## config.mk

```make
export PLATFORM = sky130hd
export DESIGN_NAME = fetch_issue_queue_flat
export DESIGN_NICKNAME = d
export VERILOG_FILES = /design/src/rtl/superscalar_pkg.sv /design/src/rtl/fetch_issue_queue_if.sv /design/src/rtl/pair_hazard_check.sv /design/src/rtl/fetch_issue_queue.sv /design/src/flat_wrapper.sv
export SDC_FILE = /design/constraint.sdc
export NUM_CORES = 1
export LEC_CHECK = 0
export BUFFER_PORTS_ARGS = -buffer_cell sky130_fd_sc_hd__buf_4
export CORE_MARGIN = 4
export CORE_UTILIZATION = 25
export CTS_CLUSTER_DIAMETER = 150
export DETAILED_ROUTE_END_ITERATION = 8
export SLEW_MARGIN = 20
export SYNTH_ARGS = -nofsm -noshare
export SYNTH_HDL_FRONTEND = slang
export SYNTH_SLANG_ARGS = --single-unit
export TNS_END_PERCENT = 30
```

## constraint.sdc

```tcl
create_clock -name clk -period 13.2 [get_ports clk]
set_input_delay 3.96 -clock clk [delete_from_list [all_inputs] [get_ports clk]]
set_output_delay 3.96 -clock clk [all_outputs]
set_load 0.05 [all_outputs]
```

## src/rtl/superscalar_pkg.sv

```systemverilog
// Shared MIPS decode helpers for the superscalar front end: opcode/funct
// constants, instruction field positions and the destination-register rule.
package superscalar_pkg;

  localparam logic [5:0] OP_RTYPE = 6'h00;
  localparam logic [5:0] OP_J     = 6'h02;
  localparam logic [5:0] OP_JAL   = 6'h03;
  localparam logic [5:0] OP_BEQ   = 6'h04;
  localparam logic [5:0] OP_BNE   = 6'h05;
  localparam logic [5:0] OP_ADDI  = 6'h08;
  localparam logic [5:0] OP_ADDIU = 6'h09;
  localparam logic [5:0] OP_SLTI  = 6'h0A;
  localparam logic [5:0] OP_ANDI  = 6'h0C;
  localparam logic [5:0] OP_ORI   = 6'h0D;
  localparam logic [5:0] OP_XORI  = 6'h0E;
  localparam logic [5:0] OP_LUI   = 6'h0F;
  localparam logic [5:0] OP_LW    = 6'h23;
  localparam logic [5:0] FN_JR    = 6'h08;

  localparam int OPC_MSB = 31;
  localparam int OPC_LSB = 26;
  localparam int RS_MSB  = 25;
  localparam int RS_LSB  = 21;
  localparam int RT_MSB  = 20;
  localparam int RT_LSB  = 16;
  localparam int RD_MSB  = 15;
  localparam int RD_LSB  = 11;
  localparam int FN_MSB  = 5;
  localparam int FN_LSB  = 0;

  typedef struct packed {
    logic [31:0] instr;
    logic [31:0] pc;
  } q_entry_t;

  // Register written by an instruction; 0 means "writes nothing visible".
  function automatic logic [4:0] dest_reg(input logic [5:0] op,
                                          input logic [4:0] rt,
                                          input logic [4:0] rd);
    logic [4:0] d;
    d = 5'd0;
    case (op)
      OP_RTYPE: d = rd;
      OP_ADDI, OP_ADDIU, OP_SLTI, OP_ANDI,
      OP_ORI, OP_XORI, OP_LUI, OP_LW: d = rt;
      default: d = 5'd0;
    endcase
    return d;
  endfunction

  function automatic logic is_control(input logic [5:0] op,
                                      input logic [5:0] funct);
    return (op == OP_J) || (op == OP_JAL) || (op == OP_BEQ) ||
           (op == OP_BNE) || ((op == OP_RTYPE) && (funct == FN_JR));
  endfunction

endpackage

```

## src/rtl/fetch_issue_queue_if.sv

```systemverilog
// Fetch-side memory bus plus the IF/ID boundary seen by decode.
interface fetch_issue_queue_if;
  logic [31:0] imem_addr;
  logic [31:0] imem_data_1;
  logic [31:0] imem_data_2;
  logic        stall;
  logic        redirect;
  logic [31:0] redirect_pc;
  logic [31:0] address_1;
  logic [31:0] PC_4;
  logic        valid_1;
  logic [31:0] address_2;
  logic [31:0] PC_8;
  logic        valid_2;

  modport master (
    output imem_addr, address_1, PC_4, valid_1, address_2, PC_8, valid_2,
    input  imem_data_1, imem_data_2, stall, redirect, redirect_pc
  );

  modport slave (
    input  imem_addr, address_1, PC_4, valid_1, address_2, PC_8, valid_2,
    output imem_data_1, imem_data_2, stall, redirect, redirect_pc
  );
endinterface

```

## src/rtl/pair_hazard_check.sv

```systemverilog
// Decides whether instr_2 may issue alongside instr_1: no control flow in
// slot 1 and no read-after-write from slot 1 into slot 2.
module pair_hazard_check
  import superscalar_pkg::*;
(
  input  logic [31:0] instr_1,
  input  logic [31:0] instr_2,
  output logic        dual_ok
);

  logic       ctrl_1;
  logic [4:0] dest_1;
  logic       unused_field_bits;

  assign unused_field_bits = ^{instr_1[RS_MSB:RS_LSB], instr_1[10:6],
                               instr_2[OPC_MSB:OPC_LSB], instr_2[RD_MSB:0]};

  always_comb begin
    ctrl_1  = is_control(instr_1[OPC_MSB:OPC_LSB], instr_1[FN_MSB:FN_LSB]);
    dest_1  = dest_reg(instr_1[OPC_MSB:OPC_LSB], instr_1[RT_MSB:RT_LSB],
                       instr_1[RD_MSB:RD_LSB]);
    dual_ok = !ctrl_1 &&
              !((dest_1 != 5'd0) &&
                ((dest_1 == instr_2[RS_MSB:RS_LSB]) ||
                 (dest_1 == instr_2[RT_MSB:RT_LSB])));
  end

endmodule

```

## src/rtl/fetch_issue_queue.sv

```systemverilog
// Dual-issue fetch stage: pair fetch into a circular queue, then issue
// one or two instructions into the registered IF/ID boundary.
module fetch_issue_queue
  import superscalar_pkg::*;
#(
  parameter int          DEPTH    = 4,
  parameter logic [31:0] RESET_PC = 32'h0000_0000
) (
  input logic                 clk,
  input logic                 rst,
  fetch_issue_queue_if.master bus
);

  localparam int PTR_W = $clog2(DEPTH);
  localparam int CNT_W = $clog2(DEPTH + 1);

  logic [31:0]      fetch_pc;
  q_entry_t         queue_mem [DEPTH];
  logic [PTR_W-1:0] head;
  logic [PTR_W-1:0] tail;
  logic [PTR_W-1:0] head_p1;
  logic [PTR_W-1:0] tail_p1;
  logic [CNT_W-1:0] count;
  logic [CNT_W-1:0] count_nxt;

  logic [31:0] address_1_q;
  logic [31:0] pc_4_q;
  logic        valid_1_q;
  logic [31:0] address_2_q;
  logic [31:0] pc_8_q;
  logic        valid_2_q;

  q_entry_t   head_ent;
  q_entry_t   next_ent;
  logic       dual_ok;
  logic       do_fetch;
  logic [1:0] issue_cnt;
  logic       unused_rpc_bits;

  assign unused_rpc_bits = ^bus.redirect_pc[1:0];

  assign head_p1  = head + PTR_W'(1);
  assign tail_p1  = tail + PTR_W'(1);
  assign head_ent = queue_mem[head];
  assign next_ent = queue_mem[head_p1];
  assign do_fetch = (count <= CNT_W'(DEPTH - 2));

  pair_hazard_check u_hazard (
    .instr_1 (head_ent.instr),
    .instr_2 (next_ent.instr),
    .dual_ok (dual_ok)
  );

  always_comb begin
    issue_cnt = 2'd0;
    if (!bus.stall) begin
      if ((count >= CNT_W'(2)) && dual_ok)
        issue_cnt = 2'd2;
      else if (count != '0)
        issue_cnt = 2'd1;
    end
    count_nxt = count + (do_fetch ? CNT_W'(2) : CNT_W'(0)) - CNT_W'(issue_cnt);
  end

  // fetch stage: queue storage carries data only, so it has no reset
  always_ff @(posedge clk) begin
    if (!rst && !bus.redirect && do_fetch) begin
      queue_mem[tail]    <= '{instr: bus.imem_data_1, pc: fetch_pc};
      queue_mem[tail_p1] <= '{instr: bus.imem_data_2, pc: fetch_pc + 32'd4};
    end
  end

  always_ff @(posedge clk) begin
    if (rst) begin
      fetch_pc <= RESET_PC;
      head     <= '0;
      tail     <= '0;
      count    <= '0;
    end else if (bus.redirect) begin
      fetch_pc <= {bus.redirect_pc[31:2], 2'b00};
      head     <= '0;
      tail     <= '0;
      count    <= '0;
    end else begin
      if (do_fetch) begin
        fetch_pc <= fetch_pc + 32'd8;
        tail     <= tail + PTR_W'(2);
      end
      head  <= head + PTR_W'(issue_cnt);
      count <= count_nxt;
    end
  end

  // issue stage: IF/ID boundary registers
  always_ff @(posedge clk) begin
    if (rst || bus.redirect) begin
      address_1_q <= '0;
      pc_4_q      <= '0;
      valid_1_q   <= 1'b0;
      address_2_q <= '0;
      pc_8_q      <= '0;
      valid_2_q   <= 1'b0;
    end else if (!bus.stall) begin
      if (issue_cnt == 2'd0) begin
        address_1_q <= '0;
        pc_4_q      <= '0;
        valid_1_q   <= 1'b0;
        pc_8_q      <= '0;
      end else begin
        address_1_q <= head_ent.instr;
        pc_4_q      <= head_ent.pc + 32'd4;
        valid_1_q   <= 1'b1;
        pc_8_q      <= head_ent.pc + 32'd8;
      end
      address_2_q <= (issue_cnt == 2'd2) ? next_ent.instr : 32'd0;
      valid_2_q   <= (issue_cnt == 2'd2);
    end
  end

  assign bus.imem_addr = fetch_pc;
  assign bus.address_1 = address_1_q;
  assign bus.PC_4      = pc_4_q;
  assign bus.valid_1   = valid_1_q;
  assign bus.address_2 = address_2_q;
  assign bus.PC_8      = pc_8_q;
  assign bus.valid_2   = valid_2_q;

endmodule

```

## src/flat_wrapper.sv

```systemverilog
// flat-port wrapper written by rule: the top's interface ports become plain ports
module fetch_issue_queue_flat import superscalar_pkg::*;
#(
  parameter int          DEPTH    = 4,
  parameter logic [31:0] RESET_PC = 32'h0000_0000
)
  (clk, rst, bus_imem_addr, bus_address_1, bus_PC_4, bus_valid_1, bus_address_2, bus_PC_8, bus_valid_2, bus_imem_data_1, bus_imem_data_2, bus_stall, bus_redirect, bus_redirect_pc);
  fetch_issue_queue_if bus_i ();
  input logic clk;
  input logic rst;
  output wire logic [$bits(bus_i.imem_addr)-1:0] bus_imem_addr;
  output wire logic [$bits(bus_i.address_1)-1:0] bus_address_1;
  output wire logic [$bits(bus_i.PC_4)-1:0] bus_PC_4;
  output wire logic [$bits(bus_i.valid_1)-1:0] bus_valid_1;
  output wire logic [$bits(bus_i.address_2)-1:0] bus_address_2;
  output wire logic [$bits(bus_i.PC_8)-1:0] bus_PC_8;
  output wire logic [$bits(bus_i.valid_2)-1:0] bus_valid_2;
  input wire logic [$bits(bus_i.imem_data_1)-1:0] bus_imem_data_1;
  input wire logic [$bits(bus_i.imem_data_2)-1:0] bus_imem_data_2;
  input wire logic [$bits(bus_i.stall)-1:0] bus_stall;
  input wire logic [$bits(bus_i.redirect)-1:0] bus_redirect;
  input wire logic [$bits(bus_i.redirect_pc)-1:0] bus_redirect_pc;
  assign bus_imem_addr = bus_i.imem_addr;
  assign bus_address_1 = bus_i.address_1;
  assign bus_PC_4 = bus_i.PC_4;
  assign bus_valid_1 = bus_i.valid_1;
  assign bus_address_2 = bus_i.address_2;
  assign bus_PC_8 = bus_i.PC_8;
  assign bus_valid_2 = bus_i.valid_2;
  assign bus_i.imem_data_1 = bus_imem_data_1;
  assign bus_i.imem_data_2 = bus_imem_data_2;
  assign bus_i.stall = bus_stall;
  assign bus_i.redirect = bus_redirect;
  assign bus_i.redirect_pc = bus_redirect_pc;
  fetch_issue_queue #(.DEPTH(DEPTH), .RESET_PC(RESET_PC)) u_core (.clk(clk), .rst(rst), .bus(bus_i));
endmodule
```

==> results of run 1 <==
registers in the layout, indices dropped and copies added, names as in the netlist:
| signal | flops |
|---|---|
| u_core.queue_mem | 248 |
| u_core.bus.address_1 | 32 |
| u_core.bus.address_2 | 32 |
| u_core.bus.PC_4 | 30 |
| u_core.bus.PC_8 | 30 |
| u_core.bus.imem_addr | 30 |
| u_core.count | 3 |
| u_core.head | 2 |
| u_core.bus.valid_1 | 1 |
| u_core.bus.valid_2 | 1 |
| u_core.tail | 1 |
cells in the mapped netlist (3+ instances only):
cell	instances
sky130_fd_sc_hd__edfxtp_1	248
sky130_fd_sc_hd__nor2_1	201
sky130_fd_sc_hd__dfxtp_1	162
sky130_fd_sc_hd__a22oi_1	112
sky130_fd_sc_hd__nand2_1	90
sky130_fd_sc_hd__mux4_2	81
sky130_fd_sc_hd__xnor2_1	71
sky130_fd_sc_hd__clkbuf_1	57
sky130_fd_sc_hd__xor2_1	51
sky130_fd_sc_hd__a21oi_1	36
sky130_fd_sc_hd__nor3b_1	29
sky130_fd_sc_hd__nand3_1	27
sky130_fd_sc_hd__nor3_1	26
sky130_fd_sc_hd__buf_2	20
sky130_fd_sc_hd__nand4_1	18
sky130_fd_sc_hd__mux2i_1	13
sky130_fd_sc_hd__and2_1	12
sky130_fd_sc_hd__a22oi_2	11
sky130_fd_sc_hd__inv_1	11
sky130_fd_sc_hd__o21ai_0	11
sky130_fd_sc_hd__and3_1	10
sky130_fd_sc_hd__buf_4	8
sky130_fd_sc_hd__ha_1	7
sky130_fd_sc_hd__buf_6	6
sky130_fd_sc_hd__mux2_2	5
sky130_fd_sc_hd__nor4_1	5
sky130_fd_sc_hd__or2_2	5
sky130_fd_sc_hd__a211oi_1	4
sky130_fd_sc_hd__buf_1	4
sky130_fd_sc_hd__or3_1	4
sky130_fd_sc_hd__a22o_1	3
sky130_fd_sc_hd__and4_1	3
sky130_fd_sc_hd__mux4_1	3
final timing paths:
kind / endpoint / slack, ns / cells after the start
worst max-delay path: u_core.queue_mem[2][21] / 7.07 / 4
worst min-delay path: u_core.bus.valid_1 / 0.47 / 2
worst max register to register: u_core.count[2] / 7.44 / 16
worst min register to register: u_core.bus.valid_1 / 0.47 / 2
where the power goes:
group	internal, uW	total [uW]	switching [uW]
registers	1450	1500	54.8
logic	248	699	451
clock network	804	1360	556
cell families (layout without fill, tap and decap cells):
kind of cell,Yosys count,after routing
buffers and inverters,106,372
and+or+nand+nor,437,437
xor gates and xnor gates,122,122
other,1,6
DFF,410,410
adders and majority gates,8,8
AOI/OAI and AO/OA,181,181
muxes,103,103
per-stage QoR:
stage               area [um^2]   util  hold slack (ns)
floorplan                 17800      -            0.517
finish                    22200  0.316            0.471
global placement          20600  0.293            0.458
detailed placement        20600  0.293            0.464
CTS                       22200  0.316            0.472
global route              22200  0.316            0.511
final cells by class:
type	instances	area share
Sequential cell	410	0.482
Multi-Input combinational cell	857	0.300
Timing Repair Buffer	269	0.0912
Clock buffer	54	0.0560
Tap cell	940	0.0529
Clock inverter	38	0.0168
Inverter	11	0.00186
metal layers:
| metal | vias to the layer above | wire [um] | track usage |
|---|---|---|---|
| li1 | 5578 | - | - |
| met1 | 6101 | 23800 | 0.186 |
| met2 | 382 | 24000 | 0.215 |
| met3 | 93 | 3610 | 0.0356 |
| met4 | 6 | 1420 | 0.0408 |
| met5 | - | 41 | 0 |
critical path, cell delays in order:
cell and delay [ns]:
sky130_fd_sc_hd__buf_4 0.26, sky130_fd_sc_hd__nor2_1 0.34, sky130_fd_sc_hd__and3_4 0.91, sky130_fd_sc_hd__buf_4 0.79
==> results.md, run 1 <==
| Group | Quantity | Reported |
|---|---|---|
| sta | Part of the cycle the worst path needs | 0.465 |
| worst setup path | Critical setup path kind | in -> reg |
| route | Via count of the routed design | 12160 |
| route | Total wire length after detailed routing | 52900 um |
| yosys | Yosys synthesis warning count | 0 |
| die | Height of the die | 275 um |
| sta | Setup-violating endpoint count in the final report | 0 |
| place | Worst slack at placement | 6.35 ns |
| sta | Final hold viol count | 0 |
| global route | Pin count of the biggest net entering global routing | 99 |
| layout | Seq. cell area | 10700 um^2 |
| power and ir drop | Leakage power summed over all cells | 0.00768 uW |
| route | Via-to-Cell Ratio | 4.72 |
| yosys | Post-synthesis adder-cell area fraction | 0.00605 |
| layout | Post-route non-filler standard cell count | 2579 |
| clocking | Setup repair bufs after CTS | 0 |
| yosys | Sequential element share of the synthesized area | 0.601 |
| yosys | Share of the synthesized area in the top cell type | 0.418 |
| layout | Antenna Diode Count | 0 |
| power and ir drop | Peak supply drop | 91.0 uV |
| worst setup path | Critical-path maximum fanout | 65 |
| yosys | Top area cells in the synthesized netlist | sky130_fd_sc_hd__edfxtp_1 42%, sky130_fd_sc_hd__dfxtp_1 18%, sky130_fd_sc_hd__mux4_2 10%, sky130_fd_sc_hd__a22oi_1 4.7%, sky130_fd_sc_hd__nor2_1 4.2% |
| route | # DRC | 0 |
| die | Floorplan die area | 75500 um^2 |
| route | Wire per inst | 20.5 um |
| layout | Total Nets Final | 1706 |
| global route | Overall Global Routing Usage | 0.137 |
| sta | Post-layout min period | 6.13 ns |
| sta | Clock Skew | 0.0151 ns |
| clocking | Number of clock buffers inserted by TritonCTS | 49 |
| clocking | Clock Tree Buf Depth | 3 |
| clocking | Number of hold buffers added after CTS | 0 |
| clocking | CTS tree | done |
| yosys | Area fraction in and, or, nand and nor cells after synthesis | 0.113 |
| yosys | Total standard cell area after synthesis | 17800 um^2 |
| global route | Number of antenna violations at the first check in global routing | 3 |
| place | HPWL after detailed placement | 36900 um |
| yosys | Number of enable-type register cells in the synthesized netlist | 248 |
| worst setup path | Sort of element at the start of the critical path | input port |
| worst setup path | Worst setup path start | bus_redirect |
| worst setup path | CP Capture Type | flip-flop |
| yosys | Most area-hungry cell type in the Yosys netlist | sky130_fd_sc_hd__edfxtp_1 |
| yosys | Avg Synthesized Cell Area | 13.0 um^2 |
| layout | Filler instances | 6979 |
| layout | Area of the multi-input gates | 6660 um^2 |
| sta | Max-Slew Margin vs Limit | 0.322 |
| layout | Fraction of layout instances using a drive strength above 1 | 0.280 |
| yosys | Post-synthesis sequential element count | 410 |
| yosys | Largest family of logic cells by synthesized area | multiplexers |
| yosys | Share of synthesized registers carrying an async set or reset | 0 |
| yosys | Most instantiated flip-flop cell in the synthesis netlist | sky130_fd_sc_hd__edfxtp_1 |
| clocking | Root cell of the clock tree | sky130_fd_sc_hd__clkbuf_16 |
| yosys | Gate count after technology mapping | 1368 |
| layout | Most used cells in the layout excluding fill and tap cells | 267 x sky130_fd_sc_hd__buf_4, 248 x sky130_fd_sc_hd__edfxtp_1, 200 x sky130_fd_sc_hd__nor2_1 |
| power and ir drop | Total chip power | 3560 uW |
| min path | Worst min-delay path startpoint | u_core.bus.valid_1 |
| worst setup path | Arrival @ worst endpoint | 6.34 ns |
| yosys | Synth Area in Compound Gates | 0.0741 |
| run status | Status | finished clean |
| power and ir drop | Total power per unit cell area | 160 nW/um^2 |
| job | Number of max-capacitance violations reported | 0 |
| worst setup path | Required time of the critical path | 13.41 ns |
| clocking | Resize count post-CTS | 0 |
| min path | Type of the worst min-delay path | reg -> reg |
| clocking | Clock-pin slew on the worst setup and hold paths | 0.06 ns |
| clocking | Clock Sink Count | 410 |
| die | Row count | 97 |
| sta | Unrepaired setup endpoints after global routing | false |
| sta | Maximum clock rate | 0.163 GHz |
| worst setup path | Reg-to-reg startpoint | u_core.head[0] |
| yosys | Post-synthesis mux area share | 0.118 |
| die | I/O pin count | 262 |
| sta | Setup TNS Final | 0 ns |
| sta | Worst-margin pin slew | 1.02 ns |
| layout | Most common cell after layout, fill and taps aside | sky130_fd_sc_hd__buf_4 |
| place | Placed Instances | 2487 |
| global route | Overall overflow remaining after global route | 0 |
| clocking | Insertion delay of the later-clocked pin in the worst-skew pair | 0.59 ns |
| place | Count of buffers inserted at the top-level ports | 253 |
| route | Iter 0 DRT Violations | 984 |
| global route | Number of global-route vias before repair | 12096 |
| yosys | Number of distinct library cells after synthesis | 46 |
| route | TritonRoute pass-1 iters | 5 |
| die | Initial Util | 0.253 |
| place | Weighted congestion at the end of routability-driven global placement | 0.806 |
| die | Core outline area | 70300 um^2 |
| layout | Synth-to-Final Area Change | 24.8% |
| global route | First-pass GRT wire length | 78100 um |
| route | Remaining antenna violation count after routing | 0 |
| die | X dimension of the die | 275 um |
| sta | Final number of max-transition violations | 0 |
| yosys | Area share of xor/xnor cells in the synthesized design | 0.0600 |
| clocking | H-tree depth | 2 |
| sta | Final setup slack of the worst path | 7.07 ns |
(Power assumes the default switching activity.)
==> run 2, diff against run 1 <==
==> constraint.sdc (replaced) <==
create_clock -name clk -period 5.5 [get_ports clk]
set_input_delay 1.65 -clock clk [delete_from_list [all_inputs] [get_ports clk]]
set_output_delay 1.65 -clock clk [all_outputs]
set_load 0.05 [all_outputs]
==> run 2 against run 1 <==
Global-route usage is 0.075 points lower. Register-to-register slack worse by 6.4 ns. Die area stayed put. Via count is 1.2% lower. Combinational power is 140% higher. Worst setup slack worse by 6.0 ns. Worst hold slack better by 0.011 ns. Clock power is 130% higher. Critical path type is now reg -> reg.
==> results.md, run 2 (synthesized netlist as in run 1, its figures left out) <==
| Group | Quantity | Reported | Delta |
|---|---|---|---|
| run status | Status | finished clean |  |
| sta | Maximum clock rate | 0.226 GHz |  |
| layout | Fraction of layout instances using a drive strength above 1 | 0.279 | -0.00132 |
| clocking | Clock Tree Buf Depth | 3 | unchanged |
| die | Row count | 97 | unchanged |
| place | Worst slack at placement | 1.04 ns | -5.31 ns |
| sta | Post-layout min period | 4.42 ns |  |
| route | Via count of the routed design | 12011 | -1.2% |
| power and ir drop | Total chip power | 8440 uW | +140% |
| clocking | Root cell of the clock tree | sky130_fd_sc_hd__clkbuf_16 |  |
| worst setup path | Cell at the slowest stage of the critical path | sky130_fd_sc_hd__dfxtp_4 |  |
| min path | Type of the worst min-delay path | reg -> reg |  |
| sta | Setup-violating endpoint count in the final report | 0 | unchanged |
| sta | Final setup slack of the worst path | 1.08 ns | -5.99 ns |
| place | Area post-placement | 20700 um^2 | +0.39% |
| worst setup path | Arrival @ worst endpoint | 4.86 ns | -1.48 ns |
| worst setup path | Required time of the critical path | 5.93 ns | -7.48 ns |
| layout | Post-route non-filler standard cell count | 2577 | -0.078% |
| place | Count of buffers inserted at the top-level ports | 253 | unchanged |
| global route | Pin count of the biggest net entering global routing | 77 | -22% |
| worst setup path | Sort of element at the start of the critical path | flip-flop |  |
| worst setup path | CP bufs+invs | 1 | -1 |
| global route | Number of global-route vias before repair | 12085 | -0.091% |
| worst setup path | Maximum single-stage delay on the critical path | 0.73 ns | -0.18 ns |
| power and ir drop | Peak supply drop | 189 uV | +110% |
| worst setup path | Critical-path maximum fanout | 32 | -51% |
| global route | Overall overflow remaining after global route | 0 | unchanged |
| layout | Synth-to-Final Area Change | 25.0% |  |
| clocking | CTS tree | done |  |
| worst setup path | CP Capture Type | flip-flop |  |
| route | Total wire length after detailed routing | 52800 um | -0.33% |
| route | # DRC | 0 | unchanged |
| die | Initial Util | 0.253 | unchanged |
| route | TritonRoute pass-1 iters | 7 | +2 |
| route | Via-to-Cell Ratio | 4.66 | -1.1% |
| sta | Final hold viol count | 0 | unchanged |
| layout | Number of flip-flops under the largest register name | 248 | unchanged |
| route | Iter 0 DRT Violations | 955 | -2.9% |
| worst setup path | Critical setup path kind | reg -> reg |  |
| layout | Final Cell Area | 22200 um^2 | +0.11% |
| worst setup path | Cell family contributing the most delay on the critical path | multiplexers |  |
| clocking | Number of clock buffers inserted by TritonCTS | 46 | -6.1% |
| global route | Overall Global Routing Usage | 0.136 | -0.000750 |
| sta | Unrepaired setup endpoints after global routing | false |  |
| global route | First-pass GRT wire length | 78000 um | -0.20% |
| place | Weighted congestion at the end of routability-driven global placement | 0.792 | -1.8% |
| sta | Final number of max-transition violations | 0 | unchanged |
| place | Placed Instances | 2491 | +0.16% |
| clocking | Number of hold buffers added after CTS | 0 | unchanged |
| global route | Number of antenna violations at the first check in global routing | 2 | -1 |
| clocking | Setup repair bufs after CTS | 0 | unchanged |
| die | X dimension of the die | 275 um | unchanged |
| layout | Most used cells in the layout excluding fill and tap cells | 268 x sky130_fd_sc_hd__buf_4, 248 x sky130_fd_sc_hd__edfxtp_1, 200 x sky130_fd_sc_hd__nor2_1 |  |
| worst setup path | Cell breakdown of the critical path | mux4_2 > nand3b_1 > mux2_4 > a22o_1 > xor2_1 > nor3_1 > a22oi_4 > nand2b_1 > nor2_1 > fa_1 > inv_1 > ha_1 > xor2_1 > xnor2_1 > nor2_1 |  |
| clocking | Clock-pin slew on the worst setup and hold paths | 0.06 ns | about the same |
| sta | Setup TNS Final | 0 ns | unchanged |
| die | Core outline area | 70300 um^2 | unchanged |
| sta | Worst-margin pin slew | 0.887 ns | -0.131 ns |
| layout | Total Nets Final | 1707 | +0.059% |
| clocking | Resize count post-CTS | 0 | unchanged |
| layout | Most common cell after layout, fill and taps aside | sky130_fd_sc_hd__buf_4 |  |
| route | Remaining antenna violation count after routing | 0 | unchanged |
| layout | Register with the most flip-flops | u_core.queue_mem |  |
| die | Height of the die | 275 um | unchanged |
| die | Floorplan die area | 75500 um^2 | unchanged |
| place | HPWL after detailed placement | 37600 um | +2.1% |
| route | Wire per inst | 20.5 um | -0.25% |
| die | I/O pin count | 262 | unchanged |
| sta | Max-Slew Margin vs Limit | 0.404 | +0.0826 |
| sta | Part of the cycle the worst path needs | 0.804 |  |
| power and ir drop | Leakage power summed over all cells | 0.00767 uW | -0.10% |
| clocking | Insertion delay of the later-clocked pin in the worst-skew pair | 0.58 ns | about the same |
| clocking | H-tree depth | 2 | unchanged |
| job | Number of max-capacitance violations reported | 0 | unchanged |
| power and ir drop | Total power per unit cell area | 379 nW/um^2 | +140% |
| clocking | Clock Sink Count | 410 | unchanged |
| sta | Clock Skew | 0.0199 ns | +0.00484 ns |
[run 2: final timing paths]
check,from,endpoint,slack (ns),cells past startpoint
hold reg to reg,u_core.bus.valid_1,u_core.bus.valid_1,0.48,2
setup reg to reg,u_core.head[0],u_core.count[2],1.08,15
setup / recovery,u_core.head[0],u_core.count[2],1.08,15
hold / removal,u_core.bus.valid_1,u_core.bus.valid_1,0.48,2
[run 2: cell type report]
| cell class | instances | area, um^2 |
|---|---|---|
| fillers | 7024 | 48000 |
| flip-flops and latches | 410 | 10700 |
| diodes | 1 | 2.50 |
| inverters | 11 | 41.3 |
| clock inverters | 21 | 231 |
| repair buffers | 273 | 2100 |
| well taps | 940 | 1180 |
| multi-input cells | 857 | 6660 |
| clock buffers | 64 | 1330 |
[run 2: power by group]
group	total, uW	leakage [uW]	internal [uW]	switching (uW)
Clock	3130	0.000769	1890	1240
Combinational	1690	0.00329	608	1080
Sequential	3620	0.00362	3480	141
Total	8440	0.00767	5970	2470
[run 2: stage by stage]
stage,hold WS [ns],util
after global placement,0.464,0.294
final,0.482,0.317
after CTS,0.478,0.316
after detailed placement,0.469,0.294
after floorplan,0.529,-
after global routing,0.510,0.316
[run 2: routing by layer]
metal  wire length [um]  track usage  vias to the layer above
li1                   -            -                     5555
met1              24000        0.189                     6026
met2              24400        0.216                      352
met3               3260       0.0308                       76
met4               1070       0.0337                        2
met5                 10            0                        -
[run 2: worst register-to-register path: cells and delay by family, from the launching register on]
kind            cells  cell delay [ns]
compound gates      2             0.46
xor+xnor            3             0.50
fa+ha+maj           2             0.72
buf+inv             1             0.05
flops               1             0.73
mux                 2             1.06
simple gates        5             0.77
==> run 3, diff against run 2 <==
==> constraint.sdc (replaced) <==
create_clock -name clk -period 3.6 [get_ports clk]
set_input_delay 1.08 -clock clk [delete_from_list [all_inputs] [get_ports clk]]
set_output_delay 1.08 -clock clk [all_outputs]
set_load 0.05 [all_outputs]
==> run 3 against run 2 <==
The flow now finishes with violations (setup timing). Global-route usage is 0.29 points higher. Sequential cell count unchanged. Fmax is 11% higher. Register-to-register slack lost 1.5 ns. Utilization is 1.1 points higher. First-iteration DRC count fell by 3.8%. Critical path depth grew 1. Worst hold slack lost 0.0062 ns. Die area did not move. Worst setup slack got worse by 1.5 ns. Non-clock buffer count grew 80.
==> results.md, run 3 (synthesized netlist as in run 1, its figures left out) <==
| Group | Quantity | Reported | Delta |
|---|---|---|---|
| route | Via-to-Cell Ratio | 4.65 | -0.21% |
| route | Via count of the routed design | 12363 | +2.9% |
| route | # DRC | 0 | unchanged |
| sta | Unrepaired setup endpoints after global routing | true |  |
| global route | Number of global-route vias before repair | 12477 | +3.2% |
| layout | Most used cells in the layout excluding fill and tap cells | 339 x sky130_fd_sc_hd__buf_4, 248 x sky130_fd_sc_hd__edfxtp_1, 199 x sky130_fd_sc_hd__nor2_1 |  |
| run status | Violated checks | setup timing |  |
| clocking | CTS tree | done |  |
| global route | First-pass GRT wire length | 80200 um | +2.8% |
| die | Initial Util | 0.253 | unchanged |
| die | Core outline area | 70300 um^2 | unchanged |
| place | HPWL after detailed placement | 38400 um | +1.9% |
| sta | Post-layout min period | 3.98 ns | -0.446 ns |
| sta | Final hold viol count | 0 | unchanged |
| sta | Final setup slack of the worst path | -0.378 ns | -1.45 ns |
| layout | Synth-to-Final Area Change | 29.1% |  |
| route | Iter 0 DRT Violations | 919 | -3.8% |
| global route | Overall overflow remaining after global route | 0 | unchanged |
| clocking | Insertion delay of the later-clocked pin in the worst-skew pair | 0.58 ns | about the same |
| place | Weighted congestion at the end of routability-driven global placement | 0.853 | +7.7% |
| sta | Setup-violating endpoint count in the final report | 2 | +2 |
| clocking | H-tree depth | 2 | unchanged |
| layout | Number of flip-flops under the largest register name | 248 | unchanged |
| route | Remaining antenna violation count after routing | 0 | unchanged |
| die | Floorplan die area | 75500 um^2 | unchanged |
| worst setup path | Sort of element at the start of the critical path | flip-flop |  |
| die | Height of the die | 275 um | unchanged |
| layout | Final Cell Area | 23000 um^2 | +3.3% |
| worst setup path | Critical-path maximum fanout | 7 | -78% |
| route | TritonRoute pass-1 iters | 5 | -2 |
| job | Number of max-capacitance violations reported | 0 | unchanged |
| place | Area post-placement | 21200 um^2 | +2.7% |
| power and ir drop | Total power per unit cell area | 570 nW/um^2 | +50% |
| die | Row count | 97 | unchanged |
| worst setup path | CP Capture Type | flip-flop |  |
| layout | Fraction of layout instances using a drive strength above 1 | 0.322 | +0.0433 |
| sta | Max-Slew Margin vs Limit | 0.264 | -0.140 |
| route | Wire per inst | 20.4 um | -0.49% |
| sta | Final number of max-transition violations | 0 | unchanged |
| worst setup path | Required time of the critical path | 4.04 ns | -1.89 ns |
| clocking | Clock Sink Count | 410 | unchanged |
| min path | Type of the worst min-delay path | reg -> reg |  |
| worst setup path | Critical setup path kind | reg -> reg |  |
| route | Total wire length after detailed routing | 54200 um | +2.6% |
| worst setup path | Arrival @ worst endpoint | 4.42 ns | -0.44 ns |
| layout | Total Nets Final | 1787 | +4.7% |
| global route | Number of antenna violations at the first check in global routing | 5 | +3 |
| clocking | Clock Tree Buf Depth | 3 | unchanged |
| die | X dimension of the die | 275 um | unchanged |
| global route | Pin count of the biggest net entering global routing | 131 | +70% |
| place | Count of buffers inserted at the top-level ports | 253 | unchanged |
| power and ir drop | Peak supply drop | 325 uV | +72% |
| sta | Worst-margin pin slew | 1.09 ns | +0.208 ns |
| layout | Most common cell after layout, fill and taps aside | sky130_fd_sc_hd__buf_4 |  |
| run status | Status | finished with violations |  |
| clocking | Root cell of the clock tree | sky130_fd_sc_hd__clkbuf_16 |  |
| clocking | Number of clock buffers inserted by TritonCTS | 46 | unchanged |
| sta | Clock Skew | 0.0158 ns | -0.00408 ns |
| power and ir drop | Leakage power summed over all cells | 0.00811 uW | +5.8% |
| layout | Register with the most flip-flops | u_core.queue_mem |  |
| sta | Part of the cycle the worst path needs | 1.11 | +0.301 |
| layout | Final design utilization | 0.327 | +0.0106 |
| global route | Overall Global Routing Usage | 0.139 | +0.00295 |
| clocking | Number of hold buffers added after CTS | 0 | unchanged |
| clocking | Clock-pin slew on the worst setup and hold paths | 0.06 ns | about the same |
| die | I/O pin count | 262 | unchanged |
| sta | Maximum clock rate | 0.251 GHz | +11% |
[run 3: final timing paths]
path / from / to / slack, ns / depth (start not counted)
setup / recovery: u_core.head[0] / u_core.count[2] / -0.38 / 16
hold / removal: u_core.bus.valid_1 / u_core.bus.valid_1 / 0.48 / 2
setup reg to reg: u_core.head[0] / u_core.count[2] / -0.38 / 16
hold reg to reg: u_core.bus.valid_1 / u_core.bus.valid_1 / 0.48 / 2
[run 3: stage by stage]
stage | hold slack [ns] | power [uW] | TNS (ns) | instances | setup WS (ns)
after floorplan | 0.529 | 7360 | -336.08 | 1373 | -1.54
after global placement | 0.461 | 8340 | -1.37 | 2564 | -0.406
after detailed placement | 0.469 | 8380 | -2.20 | 2564 | -0.443
after CTS | 0.477 | 13300 | -0.445 | 2654 | -0.315
after global routing | 0.504 | 13700 | -0.981 | 2657 | -0.524
final | 0.476 | 13100 | -0.563 | 2658 | -0.378
[run 3: power by group]
part           internal, uW  total, uW  switching [uW]
Clock                  2860       4790            1930
Sequential             5310       5480             169
Combinational          1080       2830            1760
[run 3: layer usage]
metal  global-route usage  up-vias  routed length [um]
met5                    0        -                  56
met4               0.0325       10                 991
met3               0.0360       74                3590
met2                0.223      334               25100
met1                0.189     6243               24400
li1                     -     5702                   -
[run 3: final cells by class]
class	instances	area [um^2]
clock buffers	65	1330
well taps	940	1180
diodes	1	2.50
multi-input cells	857	6730
repair buffers	353	2790
inverters	11	41.3
flip-flops and latches	410	10700
fillers	6961	47300
clock inverters	21	223
[run 3: repair_timing]
action / CTS / global route
setup endpoints to repair: 21 / 16
gates cloned: 0 / 1
gates resized for setup: 21 / 12
setup buffers: 4 / 2
pin swaps: 8 / 7
[run 3: critical path, cell delays in order, from the launching register on]
cell and delay (ns):
sky130_fd_sc_hd__dfxtp_4 0.43, sky130_fd_sc_hd__mux4_2 0.55, sky130_fd_sc_hd__nand3b_1 0.20, sky130_fd_sc_hd__mux2_4 0.37, sky130_fd_sc_hd__a22o_4 0.29, sky130_fd_sc_hd__xor2_1 0.17, sky130_fd_sc_hd__nor3_1 0.25, sky130_fd_sc_hd__buf_4 0.17
sky130_fd_sc_hd__a22oi_4 0.05, sky130_fd_sc_hd__nand2b_1 0.13, sky130_fd_sc_hd__nor2_2 0.06, sky130_fd_sc_hd__fa_1 0.55, sky130_fd_sc_hd__inv_1 0.05, sky130_fd_sc_hd__ha_1 0.20, sky130_fd_sc_hd__xor2_1 0.18, sky130_fd_sc_hd__xnor2_1 0.14
sky130_fd_sc_hd__nor2_1 0.05
